==> src/rtl/loader_pkg.sv <==
// Shared definitions for the program loader: FSM state encoding, frame width
// and the processor select-bus codes.
package loader_pkg;

  localparam int unsigned FRAME_W = 12;

  typedef enum logic [2:0] {
    IDLE,
    SHIFT,
    GAP,
    RUN_LO,
    RUN_HI
  } state_t;

  typedef enum logic [1:0] {
    SEL_NONE = 2'b00,
    SEL_IMEM = 2'b01,
    SEL_DMEM = 2'b10,
    SEL_RUN  = 2'b11
  } sel_t;

endpackage

==> src/rtl/frame_serializer.sv <==
// Load-and-shift-right frame register with a bit counter; the LSB of the
// register is the serial bit, so frame bit k appears in shift cycle k.
module frame_serializer
  import loader_pkg::*;
(
  input  logic               clk,
  input  logic               rst,
  input  logic               load,
  input  logic               shift,
  input  logic [FRAME_W-1:0] frame,
  output logic               serial,
  output logic               last
);

  logic [FRAME_W-1:0] shreg;
  logic [3:0]         cnt;

  always_ff @(posedge clk) begin
    if (rst) begin
      shreg <= '0;
      cnt   <= '0;
    end else if (load) begin
      shreg <= frame;
      cnt   <= '0;
    end else if (shift) begin
      shreg <= {1'b0, shreg[FRAME_W-1:1]};
      cnt   <= cnt + 4'd1;
    end
  end

  assign serial = shreg[0];
  assign last   = (cnt == 4'(FRAME_W - 1));

endmodule

==> src/rtl/prog_loader.sv <==
// Serial program/data loader and run controller for an attached processor.
// Optional run watchdog enabled by defining LOADER_TIMEOUT_EN.
module prog_loader
  import loader_pkg::*;
#(
  parameter int unsigned GAP_CYCLES  = 2,
  parameter int unsigned RUN_TIMEOUT = 255
) (
  input  logic       clk,
  input  logic       rst,
  input  logic       req_valid,
  output logic       req_ready,
  input  logic       req_target,
  input  logic [3:0] req_addr,
  input  logic [7:0] req_data,
  input  logic       run_valid,
  output logic       run_ready,
  output logic       run_done,
  output logic       run_timeout,
  input  logic       done_in,
  output logic [1:0] sel_out,
  output logic       mosi_out
);

  if (GAP_CYCLES < 2 || GAP_CYCLES > 15 || RUN_TIMEOUT < 1 || RUN_TIMEOUT > 255) begin : g_param_check
    $error("prog_loader: GAP_CYCLES or RUN_TIMEOUT out of range");
  end

  state_t     state, state_next;
  logic       target;
  logic [3:0] gap_cnt;
  logic       shift_en;
  logic       ser_bit;
  logic       ser_last;
  logic       finish;
  logic       expire;

  frame_serializer u_ser (
    .clk    (clk),
    .rst    (rst),
    .load   (req_ready),
    .shift  (shift_en),
    .frame  ({req_data, req_addr}),
    .serial (ser_bit),
    .last   (ser_last)
  );

  assign finish = (state == RUN_HI) && done_in;

`ifdef LOADER_TIMEOUT_EN
  logic [7:0] run_cnt;
  logic       timeout_q;

  always_ff @(posedge clk) begin
    if (rst)
      run_cnt <= '0;
    else if (run_ready)
      run_cnt <= '0;
    else if (state == RUN_LO || state == RUN_HI)
      run_cnt <= run_cnt + 8'd1;
  end

  // A completion seen in the final allowed cycle wins over the abort.
  assign expire = (state == RUN_LO || state == RUN_HI) &&
                  (run_cnt == 8'(RUN_TIMEOUT - 1)) && !finish;

  always_ff @(posedge clk) begin
    if (rst)
      timeout_q <= 1'b0;
    else if (finish)
      timeout_q <= 1'b0;
    else if (expire)
      timeout_q <= 1'b1;
  end

  assign run_timeout = timeout_q;
`else
  assign expire      = 1'b0;
  assign run_timeout = 1'b0;
`endif

  always_ff @(posedge clk) begin
    if (rst)
      state <= IDLE;
    else
      state <= state_next;
  end

  always_ff @(posedge clk) begin
    if (rst) begin
      target   <= 1'b0;
      gap_cnt  <= '0;
      run_done <= 1'b0;
    end else begin
      if (req_ready)
        target <= req_target;
      gap_cnt  <= (state == GAP) ? gap_cnt + 4'd1 : '0;
      run_done <= finish || expire;
    end
  end

  always_comb begin
    state_next = state;
    unique case (state)
      IDLE: begin
        if (req_ready)
          state_next = SHIFT;
        else if (run_ready)
          state_next = RUN_LO;
      end
      SHIFT:  if (ser_last) state_next = GAP;
      GAP:    if (gap_cnt == 4'(GAP_CYCLES - 1)) state_next = IDLE;
      RUN_LO: begin
        if (expire)
          state_next = IDLE;
        else if (!done_in)
          state_next = RUN_HI;
      end
      RUN_HI: if (finish || expire) state_next = IDLE;
      default: state_next = IDLE;
    endcase
  end

  always_comb begin
    req_ready = 1'b0;
    run_ready = 1'b0;
    sel_out   = SEL_NONE;
    mosi_out  = 1'b0;
    shift_en  = 1'b0;
    unique case (state)
      IDLE: begin
        req_ready = req_valid && !rst;
        run_ready = run_valid && !req_valid && !rst;
      end
      SHIFT: begin
        sel_out  = target ? SEL_DMEM : SEL_IMEM;
        mosi_out = ser_bit;
        shift_en = 1'b1;
      end
      RUN_LO: sel_out = SEL_RUN;
      // Enable falls combinationally with done_in so the processor cannot relaunch.
      RUN_HI: sel_out = SEL_RUN & {2{~done_in}};
      default: ;
    endcase
  end

endmodule

==> config.mk <==
export PLATFORM = sky130hd
export DESIGN_NAME = prog_loader
export DESIGN_NICKNAME = d
export VERILOG_FILES = /design/src/rtl/loader_pkg.sv /design/src/rtl/frame_serializer.sv /design/src/rtl/prog_loader.sv
export SDC_FILE = /design/constraint.sdc
export NUM_CORES = 1
export LEC_CHECK = 0
export ABC_AREA = 1
export BUFFER_PORTS_ARGS = -buffer_cell sky130_fd_sc_hd__buf_2
export CORE_MARGIN = 5
export CORE_UTILIZATION = 25
export CTS_CLUSTER_SIZE = 8
export DETAILED_ROUTE_END_ITERATION = 6
export PLACE_DENSITY = 0.4
export SYNTH_ARGS = -nofsm -noshare
export SYNTH_HDL_FRONTEND = slang
export SYNTH_SLANG_ARGS = --single-unit
export TNS_END_PERCENT = 5
==> constraint.sdc <==
create_clock -name clk -period 1.6 [get_ports clk]
set_input_delay 0.16 -clock clk [delete_from_list [all_inputs] [get_ports clk]]
set_output_delay 0.16 -clock clk [all_outputs]
set_load 0.03 [all_outputs]
==> results of run 1 <==
how the worst min path moves through the flow:
stage	start	endpoint	slack, ns
6_report	rst	state[0]	0.12
5_1_grt	rst	state[0]	0.11
4_1_cts	rst	state[0]	0.11
3_5_place_dp	req_target	target	0.39
3_3_place_gp	req_target	target	0.40
2_1_floorplan	rst	u_ser.shreg[1]	0.23
synth_stat cells, types with 2 or more instances:
| master | n | area [um2] |
|---|---|---|
| nand2_1 | 35 | 131 |
| dfxtp_1 | 25 | 500 |
| nor2_1 | 19 | 71.3 |
| a21oi_1 | 17 | 85.1 |
| inv_1 | 12 | 45.0 |
| a22oi_1 | 10 | 75.1 |
| nand3_1 | 5 | 25.0 |
| o21ai_0 | 4 | 20.0 |
| ha_1 | 3 | 37.5 |
| nand2_2 | 3 | 18.8 |
| nor2_4 | 3 | 33.8 |
| buf_4 | 2 | 15.0 |
| buf_6 | 2 | 22.5 |
| nand4_1 | 2 | 12.5 |
| nor3_1 | 2 | 10.0 |
placed cells by master (no fill, tap or decap), drive strengths merged, types with 2 or more instances in the layout:
cell type and n:
nand2 38, dfxtp 25, buf 25, nor2 22, a21oi 17, inv 14, a22oi 10, nand3 5
o21ai 5, ha 3, clkbuf 3, nor3 2, nand4 2
power by group:
| part | switching (mW) | leakage, nW | internal, mW | total, mW |
|---|---|---|---|---|
| combinational | 0.428 | 0.336 | 0.225 | 0.653 |
| sequential | 0.0801 | 0.204 | 0.715 | 0.795 |
| clock | 0.195 | 0.0255 | 0.174 | 0.369 |
| total | 0.703 | 0.566 | 1.11 | 1.82 |
layout make-up:
class	instances	area, um2
fillers	496	3060
multi-input cells	111	576
flip-flops and latches	25	503
repair buffers	25	135
well taps	52	65.1
inverters	14	55.1
clock buffers	3	41.3
clock inverters	1	5.00
critical path, cell delays in order, from the launching register on:
cell	delay, ns
dfxtp_2	0.36
nor2_2	0.13
nand2_1	0.09
o22ai_1	0.12
inv_1	0.09
o21ai_1	0.09
buf_4	0.18
routing by layer:
metal | share of wire (%) | up-vias
met5 | 0 | -
met4 | 0.51 | 0
met3 | 5.6 | 2
met2 | 44 | 20
met1 | 50 | 493
li1 | - | 560
flip-flops by register name, summed over array words and instances (netlist names):
register / cells
target: 1
run_done: 1
state: 3
u_ser.shreg: 12
u_ser.cnt: 4
gap_cnt: 4
metrics by stage:
stage	instance area, um2	power, mW	worst slack, ns	TNS (ns)	utilization [%]
2_1_floorplan	1170	1.31	0.120	0	-
3_3_place_gp	1320	1.43	0.208	0	29.6
3_5_place_dp	1320	1.44	0.174	0	29.6
4_1_cts	1370	1.84	0.00630	0	30.9
5_1_grt	1380	1.97	-0.00663	-0.00663	31.1
6_report	1380	1.82	0.105	0	31.1
cells by family after synthesis:
kind of cell / count (synthesis) / synth area share [%]
compound gates: 35 / 17.6
xor+xnor: 1 / 0.749
fa+ha+maj: 3 / 3.21
buf+inv: 19 / 8.23
flops: 25 / 42.8
other cells: 1 / 0.321
simple gates: 71 / 27.1
what timing repair did:
action                                  4_1_cts  5_1_grt
hold buffers                                  0        0
endpoints found under the setup margin        2        3
pin swaps                                     1        0
resized for setup                             1        5
setup buffers                                 1        0
==> Implementation_results.wiki, run 1 <==
{| class="wikitable"
! Metric !! Value
|-
| Outcome || finished, final reports clean
|-
| Via count of the first global-routing pass || 1082
|-
| Number of placed instances, taps included || 226
|-
| Met1 global-route usage || 12.0%
|-
| Cells after Synth || 155
|-
| Library cells used by synthesis || 26
|-
| Total grt overflow || 0
|-
| Startpoint type of the worst setup path || register
|-
| Die area || 0.00615 mm2
|-
| Crit path arrival time || 1.33 ns
|-
| Antenna violations before repair || 0
|-
| Setup repair after global routing missed its margin || yes
|-
| Clock buffers created by TritonCTS || 3
|-
| Fraction of layout cells with a size suffix above 1 || 22.9%
|-
| Final min period || 1.49 ns
|-
| Avg Synthesized Cell Area || 7.55 um2
|-
| Sequential cell area fraction in the yosys report || 42.8%
|-
| Setup CP Type || register to primary output
|-
| Leakage component of the power || 0.566 nW
|-
| Global placement routability congestion || 0.805
|-
| GRT busiest layer || met2
|-
| Final clock period utilization by the worst path || 93.4%
|-
| Width of the chip || 78.4 um
|-
| P&R area growth vs syn || 18.0%
|-
| Path category of the worst min-delay check || input pin to register
|-
| Number of clock sinks || 25
|-
| Worst hold path cell count || 2
|-
| Endpoint of the worst-slack reg-to-reg timing path || u_ser.shreg[10]
|-
| Post-detail-place hpwl || 2.06 mm
|-
| Pwr dens || 1320 mW/mm2
|-
| Total standard cell area after synthesis || 0.00117 mm2
|-
| Net count after synthesis || 176
|-
| Clock slew at the register clock pins of the worst setup and hold paths || 0.09 ns
|-
| Reg2Reg Depth || 7
|-
| Total DRC errors in the routed layout || 0
|-
| Final instance count without filler cells || 231
|-
| Max-cap violations || 0
|-
| Clock tree from TritonCTS || done
|-
| Final ANT Viol Nets || 0
|-
| Count of vias placed by the detailed router || 1075
|-
| Root buf cell || clkbuf_8
|-
| Pin count of the biggest net entering global routing || 18
|-
| Last element of the critical path || sel_out[0]
|-
| Critical Path Sink Type || primary output
|-
| Worst-skew pair later-pin latency || 0.26 ns
|-
| Global-route wire length before repair || 4.69 mm
|-
| Antenna fix cells || 0
|-
| Flip-flop cell with the highest count after synthesis || dfxtp_1
|-
| WL/cell || 11.8 um
|-
| Met3 track demand over resource in global routing || 2.52%
|-
| R2r setup slk || 0.19 ns
|-
| Fmax achieved || 0.669 GHz
|-
| # setup viols final || 0
|-
| Number of warnings reported in the yosys synthesis log || 0
|-
| Pins Over Slew Limit || 0
|-
| Post-synthesis async set-or-reset flop share || 0%
|-
| Final setup skew || 0.00766 ns
|-
| Number of port buffers || 23
|-
| Final worst hold slack || 0.121 ns
|-
| Total count of hold-check failures in the final report || 0
|-
| Aggregate routed wire length || 2.73 mm
|-
| Number of nets in the finished design || 201
|-
| Start point of the critical path || state[1]
|-
| Starting utilization of the core area || 26.3%
|-
| Placement Rows || 24
|-
| Standard cell core area || 0.00444 mm2
|-
| Worst-path maximum fanout || 5
|-
| Worst ir drop on vdd || 427 uV
|-
| Number of iterations in the first detailed-routing pass || 4
|-
| Avg Vias per Cell || 4.65
|-
| Max clock buf depth || 2
|-
| Tot GR Track Use || 9.25%
|-
| Met2 usage in global routing || 14.7%
|-
| 1st-iter DRT viols || 33
|-
| Worst r2r src || state[0]
|-
| EDFF count, synth || 0
|-
| Boundary pin count || 25
|-
| Number of levels the H-tree was split into || 1
|-
| Endpoint required time on the critical path || 1.44 ns
|-
| Synthesis-stage register bit count || 25
|-
| Die height || 78.4 um
|}
No activity file was read; power rests on OpenSTA's default activity.
==> inputs of run 2 (changes only) <==
--- a/config.mk
+++ b/config.mk
@@ -7,11 +7,13 @@
 export LEC_CHECK = 0
 export ABC_AREA = 1
 export BUFFER_PORTS_ARGS = -buffer_cell sky130_fd_sc_hd__buf_2
+export CELL_PAD_IN_SITES_DETAIL_PLACEMENT = 1
+export CELL_PAD_IN_SITES_GLOBAL_PLACEMENT = 1
 export CORE_MARGIN = 5
 export CORE_UTILIZATION = 25
 export CTS_CLUSTER_SIZE = 8
 export DETAILED_ROUTE_END_ITERATION = 6
-export PLACE_DENSITY = 0.4
+export PLACE_DENSITY = 0.52
 export SYNTH_ARGS = -nofsm -noshare
 export SYNTH_HDL_FRONTEND = slang
 export SYNTH_SLANG_ARGS = --single-unit
==> Implementation_results.wiki, run 2 (same netlist as run 1, synthesis figures left out) <==
{| class="wikitable"
! Metric !! Value
|-
| P_sw || 0.735 mW
|-
| Crit path arrival time || 1.32 ns
|-
| Boundary pin count || 25
|-
| Number of nets in the finished design || 201
|-
| Fraction of layout cells with a size suffix above 1 || 24.0%
|-
| Sequential Power Share || 42.5%
|-
| Logic gate share of total power || 37.7%
|-
| Final instance count without filler cells || 231
|-
| Leakage component of the power || 0.572 nW
|-
| Antenna violations before repair || 0
|-
| Power Internal || 1.16 mW
|-
| Startpoint type of the worst setup path || register
|-
| Count of vias placed by the detailed router || 1123
|-
| Setup repair after global routing missed its margin || no
|-
| Endpoint required time on the critical path || 1.44 ns
|-
| 1st-iter DRT viols || 19
|-
| Pwr dens || 1350 mW/mm2
|-
| Path category of the worst min-delay check || input pin to register
|-
| Final clock period utilization by the worst path || 92.8%
|-
| Number of placed instances, taps included || 225
|-
| Sum Neg Setup Slack || 0 ns
|-
| Max clock buf depth || 2
|-
| Final setup skew || 0.00523 ns
|-
| Number of clock sinks || 25
|-
| Number of levels the H-tree was split into || 1
|-
| Total count of hold-check failures in the final report || 0
|-
| Final worst hold slack || 0.110 ns
|-
| Worst ir drop on vdd || 440 uV
|-
| Die area || 0.00615 mm2
|-
| Global-route wire length before repair || 5.24 mm
|-
| Worst-skew pair later-pin latency || 0.26 ns
|-
| Width of the chip || 78.4 um
|-
| Leading cell types in the layout, fill and taps excluded || 34 x nand2_1, 22 x dfxtp_1, 21 x buf_2
|-
| Tot GR Track Use || 10.3%
|-
| Pin count of the biggest net entering global routing || 18
|-
| Pins Over Slew Limit || 0
|-
| Outcome || finished, final reports clean
|-
| Starting utilization of the core area || 26.3%
|-
| Placement Rows || 24
|-
| Clock tree from TritonCTS || done
|-
| Total grt overflow || 0
|-
| Post-detail-place hpwl || 2.28 mm
|-
| Via count of the first global-routing pass || 1165
|-
| Standard cell core area || 0.00444 mm2
|-
| Worst-path maximum fanout || 5
|-
| Final ANT Viol Nets || 0
|-
| Avg Vias per Cell || 4.86
|-
| Final min period || 1.48 ns
|-
| Clock buffers created by TritonCTS || 3
|-
| Switching power share of the total || 38.9%
|-
| Antenna fix cells || 0
|-
| Number of iterations in the first detailed-routing pass || 2
|-
| Global placement routability congestion || 0.781
|-
| Critical Path Sink Type || primary output
|-
| Max-cap violations || 0
|-
| Number of port buffers || 23
|-
| Top flop regs || u_ser.shreg x12, gap_cnt x4, u_ser.cnt x4
|-
| Share of total power in the clock network || 19.8%
|-
| Commonest non-fill, non-tap cell in the layout || nand2_1
|-
| WL/cell || 13.1 um
|-
| Max FFs per register || 12
|-
| Setup CP Type || register to primary output
|-
| Root buf cell || clkbuf_8
|-
| Fmax achieved || 0.674 GHz
|-
| Die height || 78.4 um
|-
| CTS hold repair buffers || 0
|-
| Total DRC errors in the routed layout || 0
|-
| P&R area growth vs syn || 19.6%
|-
| # setup viols final || 0
|-
| Register bank with the most flops || u_ser.shreg
|-
| Clock slew at the register clock pins of the worst setup and hold paths || 0.09 ns
|-
| Aggregate routed wire length || 3.03 mm
|}
-- run 2: cell types whose count changed in the layout (fill, tap and decap cells not counted) --
cell,before,now
buf_12,0,1
nand2_2,3,4
dfxtp_4,0,1
buf_4,4,3
o21ai_1,2,1
dfxtp_1,23,22
nand2_1,35,34
o21ai_0,3,4
-- run 2: repair_timing --
| action | 4_1_cts | 5_1_grt |
|---|---|---|
| setup buffers | 1 | 1 |
| pin swaps | 1 | 1 |
| resized for setup | 0 | 8 |
| setup endpoints to repair | 1 | 14 |
-- run 2: area by class of cell --
class / count / area [um2]
Multi-Input combinational cell: 111 / 578
Fill cell: 558 / 3050
Timing Repair Buffer: 25 / 148
Tap cell: 52 / 65.1
Sequential cell: 25 / 507
Clock inverter: 1 / 5.00
Inverter: 14 / 55.1
Clock buffer: 3 / 41.3
-- run 2: final timing paths --
path	startpoint	to	slack (ns)	cells after the start
worst max-delay path	state[1]	sel_out[0]	0.12	6
worst min-delay path	req_target	target	0.11	3
worst max register to register	state[1]	u_ser.shreg[0]	0.19	8
worst min register to register	gap_cnt[0]	gap_cnt[0]	0.47	1
-- run 2: power groups by stage --
stage | Combinational (mW) | Clock (mW) | Sequential (mW)
global route | 0.808 | 0.424 | 0.818
finish | 0.713 | 0.373 | 0.804
floorplan | 0.518 | 0 | 0.791
CTS | 0.659 | 0.407 | 0.791
detailed placement | 0.648 | 0 | 0.805
global placement | 0.639 | 0 | 0.802
-- run 2: through the flow --
step	util (%)	worst slack [ns]	area (um2)	power (mW)
2_1_floorplan	-	0.120	1170	1.31
3_3_place_gp	29.4	0.149	1310	1.44
3_5_place_dp	29.4	0.144	1310	1.45
4_1_cts	30.7	0.0128	1360	1.86
5_1_grt	31.5	0.00263	1400	2.05
6_report	31.5	0.116	1400	1.89
-- run 2: worst max-delay path, cell delays in order, from the launching register on --
cell and delay, ns:
dfxtp_4 0.38, nor2_2 0.15, nand2_2 0.08, o22ai_1 0.10, inv_1 0.09, o21ai_0 0.08
buf_4 0.18
-- run 2: metal layers --
metal  GRT usage, %  up-vias  routed length, um
met2           17.7       18               1450
met1           12.8      543               1410
li1               -      558                  -
met3           2.52        4                144
met4           3.15        0                 29
met5              0        -                  0
